<file path="config.mk">
export PLATFORM = sky130hd
export DESIGN_NAME = rr_onehot_encoder
export DESIGN_NICKNAME = d
export VERILOG_FILES = /design/src/rtl/rr_onehot_encoder.sv
export SDC_FILE = /design/constraint.sdc
export NUM_CORES = 1
export LEC_CHECK = 0
export CAP_MARGIN = 25
export CELL_PAD_IN_SITES_DETAIL_PLACEMENT = 0
export CELL_PAD_IN_SITES_GLOBAL_PLACEMENT = 1
export CORE_UTILIZATION = 30
export CTS_CLUSTER_SIZE = 10
export DETAILED_ROUTE_END_ITERATION = 16
export DONT_BUFFER_PORTS = 1
export MAX_ROUTING_LAYER = met4
export PLACE_DENSITY = 0.55
export SLEW_MARGIN = 20
export SYNTH_ARGS = -nofsm -noshare
export SYNTH_HDL_FRONTEND = slang
export SYNTH_SLANG_ARGS = --single-unit
</file>
<file path="constraint.sdc">
create_clock -name clk -period 5.1 [get_ports clk]
set_input_delay 0.765 -clock clk [delete_from_list [all_inputs] [get_ports clk]]
set_output_delay 0.765 -clock clk [all_outputs]
set_load 0.005 [all_outputs]
</file>
<file path="src/rtl/rr_onehot_encoder.sv">
// rr_onehot_encoder: round-robin 32-to-5 encoder with one-hot echo and valid/ready handoff
module rr_onehot_encoder #(
    parameter int N    = 32,
    parameter int IDXW = 5
) (
    input  logic            clk,
    input  logic            reset,
    input  logic            enable,
    input  logic [N-1:0]    req,
    input  logic            ready,
    output logic            valid,
    output logic [IDXW-1:0] index,
    output logic [N-1:0]    onehot,
    output logic            multi
);
    typedef enum logic {IDLE, GRANT} state_t;
    state_t          state, state_n;
    logic [IDXW-1:0] ptr, ptr_n, index_n, off, pick;
    logic [N-1:0]    rot, onehot_n;
    logic            valid_n, multi_n;
    // Rotate so ptr lands at bit 0; the lowest set bit of rot is the winner's distance from ptr.
    always_comb begin
        rot = N'({req, req} >> ptr);
        off = '0;
        for (int i = N - 1; i >= 0; i--)
            if (rot[i]) off = IDXW'(i);
        pick = ptr + off;
    end
    always_comb begin
        state_n  = state;
        ptr_n    = ptr;
        valid_n  = valid;
        index_n  = index;
        onehot_n = onehot;
        multi_n  = multi;
        if (state == IDLE) begin
            if (enable && req != '0) begin
                state_n  = GRANT;
                valid_n  = 1'b1;
                index_n  = pick;
                onehot_n = N'(1) << pick;
                multi_n  = (req & (req - N'(1))) != '0;
            end
        end else if (ready) begin
            state_n  = IDLE;
            valid_n  = 1'b0;
            onehot_n = '0;
            ptr_n    = index + 1'b1;
        end
    end
    always_ff @(posedge clk) begin
        if (reset) begin
            state  <= IDLE;
            ptr    <= '0;
            valid  <= 1'b0;
            index  <= '0;
            onehot <= '0;
            multi  <= 1'b0;
        end else begin
            state  <= state_n;
            ptr    <= ptr_n;
            valid  <= valid_n;
            index  <= index_n;
            onehot <= onehot_n;
            multi  <= multi_n;
        end
    end
endmodule
</file>
Yosys cells after proc, flatten, opt, wreduce, memory -nomap -nowiden
Index checks and enable logic that the tools add are counted.
- add/subtract/negate cells: 3
- eq/ne operators: 1
- shift-type cells: 2
- mux-type cells: 41
- bitwise gates (word level): 2
- reduce and logical (&&, ||, !) cells: 7
- operator list (cell ; count):
    $mux 5 ; 32
    $mux 32 ; 3
    $reduce_bool 32->1 ; 2
    $shr 64x5->32 ; 1
    $and 32x32->32 ; 1
    $shl 1x5->32 const A ; 1
    $sub 32x1->32 const B ; 1
    $mux 1 ; 6
    $reduce_and 2->1 ; 3
    $add 5x1->5 const B ; 1
    $add 5x5->5 ; 1
    $ne 2x2->1 const B ; 1
    $reduce_bool 2->1 ; 1
    $logic_and 1x1->1 ; 1
    $not 1->1 ; 1
- bits in registers: 45
- input port bits: 36
- output and inout port bits: 39
- logic and storage cells: 62

Longest topological paths before layout
- depth after elaboration: 37
- gate-level depth with buffers: 24
- gate-level depth less buffers: 19

Worst setup path before layout
Ideal clock, no wire load.
- path kind: register to register
- start point: reg ptr[3]
- end point: reg onehot[12]
- setup time: 0.117 ns
- arrival time: 4.905 ns
- required time: 4.983 ns
- slack: 0.078 ns
- stages on the path, launching flop included: 24
- path buffers: 4
- clock period less this slack: 5.022 ns
- path through: dfxtp_1 > buf_2 > buf_1 > buf_1 > mux4_2 > mux2_2 > mux4_2 > and4b_1 > o31a_1 > nand2b_1 > o31ai_1 > a41oi_1 > o2bb2ai_1 > ha_1 > inv_1 > fa_1 > inv_1 > a21o_1 > a21oi_1 > xnor2_1 > xnor2_2 > and2_1 > buf_6 > a22o_1
- cells in the longest elaborated chain, start to end: 37
- RTL lines (item ; RTL line ; text):
    start: declaration ; 18 ; logic [IDXW-1:0] ptr, ptr_n, index_n, off, pick;
    start signal: assignment ; 61 ; ptr <= ptr_n;
    $shr 64x5->32 ; 23 ; rot = N'({req, req} >> ptr);
    $mux 5 (32 in series) ; 26 ; if (rot[i]) off = IDXW'(i);
    $add 5x5->5 (*) ; 27 ; pick = ptr + off;
    $shl 1x5->32 (*) ; 41 ; onehot_n = N'(1) << pick;
    $mux 32 (*) ; 37 ; if (enable && req != '0) begin
    $mux 32 (*) ; 36 ; if (state == IDLE) begin
    end signal: assignment ; 64 ; onehot <= onehot_n;
    end: declaration ; 13 ; output logic [N-1:0] onehot,
Every way passes the cells marked *; elsewhere a longest branch is shown, timed or not. The select of a mux whose other input is x is not followed.
A chain may end at the register's enable or synchronous reset.

Final worst setup path
- start point: reg ptr[2]
- end point: reg onehot[22]
The elaborated chain is that of the path after synthesis.

==> run metrics <==
outcome finished, final reports clean; f_max 203.1 MHz; WP data required 5.27 ns; count leader, synth mux4_2; beginning of the critical path ptr[2]; fin cells approximately 790; worst hold slack around 0.51 ns; largest net degree at the start of global routing 33; Post-synth EDFFs 0; Synth Cell Area approximately 0.0054 mm^2; Initial Utilization 0.3104; Yosys top cell area share 0.2823; vias in the first global route 4,736; pwr dens approximately 210 mW/mm^2; area leader, netlist mux4_2; syn avg cell area 9.864 um^2; Main synth FF type dfxtp_1; 1st-iter DRT viols about 440; Final ANT Viol Nets 0; final-stage net count slightly above 600; Final Critical Period a little under 5 ns; total wire length around 18 mm; Root Driver clkbuf_16; CORE AREA 0.01748 mm^2; clk_lat worst skew 0.28 ns; Max-Cap Viols 0; Worst-Margin Slew a little over 0.6 ns; Routed wire per std cell between 20 and 25 um; total CTS buffers 5; Top Ports 75; Synth-to-Final Area Change 14.99%; 1st-pass router iterations 6; critical-path maximum fanout 8; Clock Tree Buf Depth 2; Setup Skew between 0.007 and 0.008 ns; DP Area ~0.0059 mm^2; Synth warnings 0; initial antenna violation count 0; HPWL after DPL about 14 mm; Worst Setup Path Type flop to flop; Synth cell types 71; # rows 48; critical path arrival 5.10 ns; Post-Synthesis Net Count 592; slowest cell on the critical path mux4_2; Post-route DRC 0; full die area approximately 0.019 mm^2; leakage 2.196 nW; Startpoint Class flop; die width ~140 um; GP Congestion roughly 0.89; first-pass GRT wire length ~28 mm; via density per instance around 6.3; relative slew slack 0.5832; VDD IR max 202.1 uV; Worst R2R Start ptr[2]; I/O Buffers 0; Seq/Total Area, Yosys 0.1661; Slew Viols, Final 0; TritonCTS clock tree yes; CP Cell Sequence buf_12, buf_8, mux4_2, mux2_2, mux4_2, and4b_1, o31a_1, nand2b_1, o31ai_2, a41oi_2, o2bb2ai_2, ha_1, inv_1, fa_2, inv_1, a21o_1, a21oi_2, xnor2_2, xnor2_2, nor2_2, buf_4, a22o_1; global-route usage over all layers 0.1977; Placed Instances ~780; setup_tns 0 ns; Post-synth top cells mux4_2 (68), dfxtp_1 (45), nor2_1 (42); hold path start onehot[24]; number of synthesized register bits 45; die span in y between 100 and 150 um; share of post-route cells with drive strength above 1 0.3257; antenna cells 0; Async S/R FF share, synth 0; clk slew on worst S/H paths 0.07 ns; critical path capture point type flop; top cells by area, synth mux4_2 (28%), dfxtp_1 (17%), mux2i_1 (7.4%); Slowest Stage Delay on Critical Path 0.55 ns; design area around 0.0062 mm^2; final hold vios 0; fin crit share 0.9655; vias about 5,000; clk sink count 45; CTS Hold Bufs 0; final setup fails 0; Mapped Cells between 500 and 600; grt ovf 0; H-tree depth 2; worst hold-check path type flop to flop; # fillers around 1,800
## worst max-delay path: cells and delay by family (launching register included)
family | cells | cell delay, ns
AO/OA/AOI/OAI | 7 | 1.11
XOR/XNOR | 2 | 0.45
adder cells (fa/ha/maj) | 2 | 0.53
buffers and inverters | 5 | 0.53
flip-flops | 1 | 0.37
multiplexers | 3 | 1.38
AND/OR/NAND/NOR | 3 | 0.43
## what timing repair did
| item | 4_1_cts | 5_1_grt |
|---|---|---|
| pin swaps | 1 | 4 |
| gates resized for setup | 3 | 23 |
| endpoints found under the setup margin | 32 | 33 |
| setup buffers | 0 | 10 |
## layout by cell type (no fill, tap or decap), drive strengths merged, types with 6 or more instances in the layout
cell    instances
buf            64
mux2           19
a211oi         10
dfxtp          45
nand2          34
a21oi          17
a22o           35
maj3            6
mux4           71
o211ai          6
nand3          13
nor2           44
mux2i          40
nand2b          6
o22ai           9
nor3           15
o311ai          6
inv            17
o21ai          13
## sequential cells by signal (all words and copies together) (netlist names)
name / count
valid: 1
state: 1
index: 5
multi: 1
onehot: 32
ptr: 5
## final cells by class
cell class                 instances  area, um^2  area share
clock inverter                     3       25.02    0.004011
sequential                        45       910.9      0.1460
multi-input combinational        435        4274      0.6851
clock buffer                       5       125.1     0.02006
tap                              225       281.5     0.04513
inverter                          16       60.06    0.009627
timing repair buffer              64       561.8     0.09005
## kinds of logic (layout without fill, tap and decap cells)
| family | Yosys count | in the layout | share of synthesized area |
|---|---|---|---|
| buffers and inverters | 70 | 88 | 0.05696 |
| xor gates and xnor gates | 7 | 7 | 0.01269 |
| and+or+nand+nor | 146 | 146 | 0.1319 |
| DFF | 45 | 45 | 0.1661 |
| adders and majority gates | 12 | 12 | 0.02629 |
| AOI/OAI and AO/OA | 140 | 140 | 0.1960 |
| muxes | 130 | 130 | 0.4101 |
## stage by stage
step	total power, mW	setup WS, ns	utilization
after CTS	1.274	0.02093	0.3478
after detailed placement	0.9470	-0.1383	0.3389
final	1.298	0.1761	0.3570
after floorplan	0.8014	0.07798	-
after global routing	1.367	-0.04808	0.3570
after global placement	0.9472	-0.08159	0.3389
## power breakdown
part / switching [mW] / internal (mW) / leakage [nW]
clock network: 0.143 / 0.184 / 0.0704
registers: 0.0163 / 0.364 / 0.367
logic: 0.307 / 0.284 / 1.76
total: 0.466 / 0.832 / 2.20
## metal layers
metal / GRT usage / up-vias / part of all wire
li1: - / 2250 / -
met1: 0.2822 / 2504 / 0.45
met2: 0.2961 / 248 / 0.46
met3: 0.02722 / 18 / 0.077
met4: 0.04012 / 0 / 0.014
met5: - / - / 0
## worst paths after layout
| path | depth (start not counted) | to | slack, ns |
|---|---|---|---|
| hold / removal | 1 | onehot[24] | 0.51 |
| setup / recovery | 22 | onehot[22] | 0.18 |
| setup reg to reg | 22 | onehot[22] | 0.18 |
| hold reg to reg | 1 | onehot[24] | 0.51 |
Note: power is estimated with default switching activity, not from simulation.
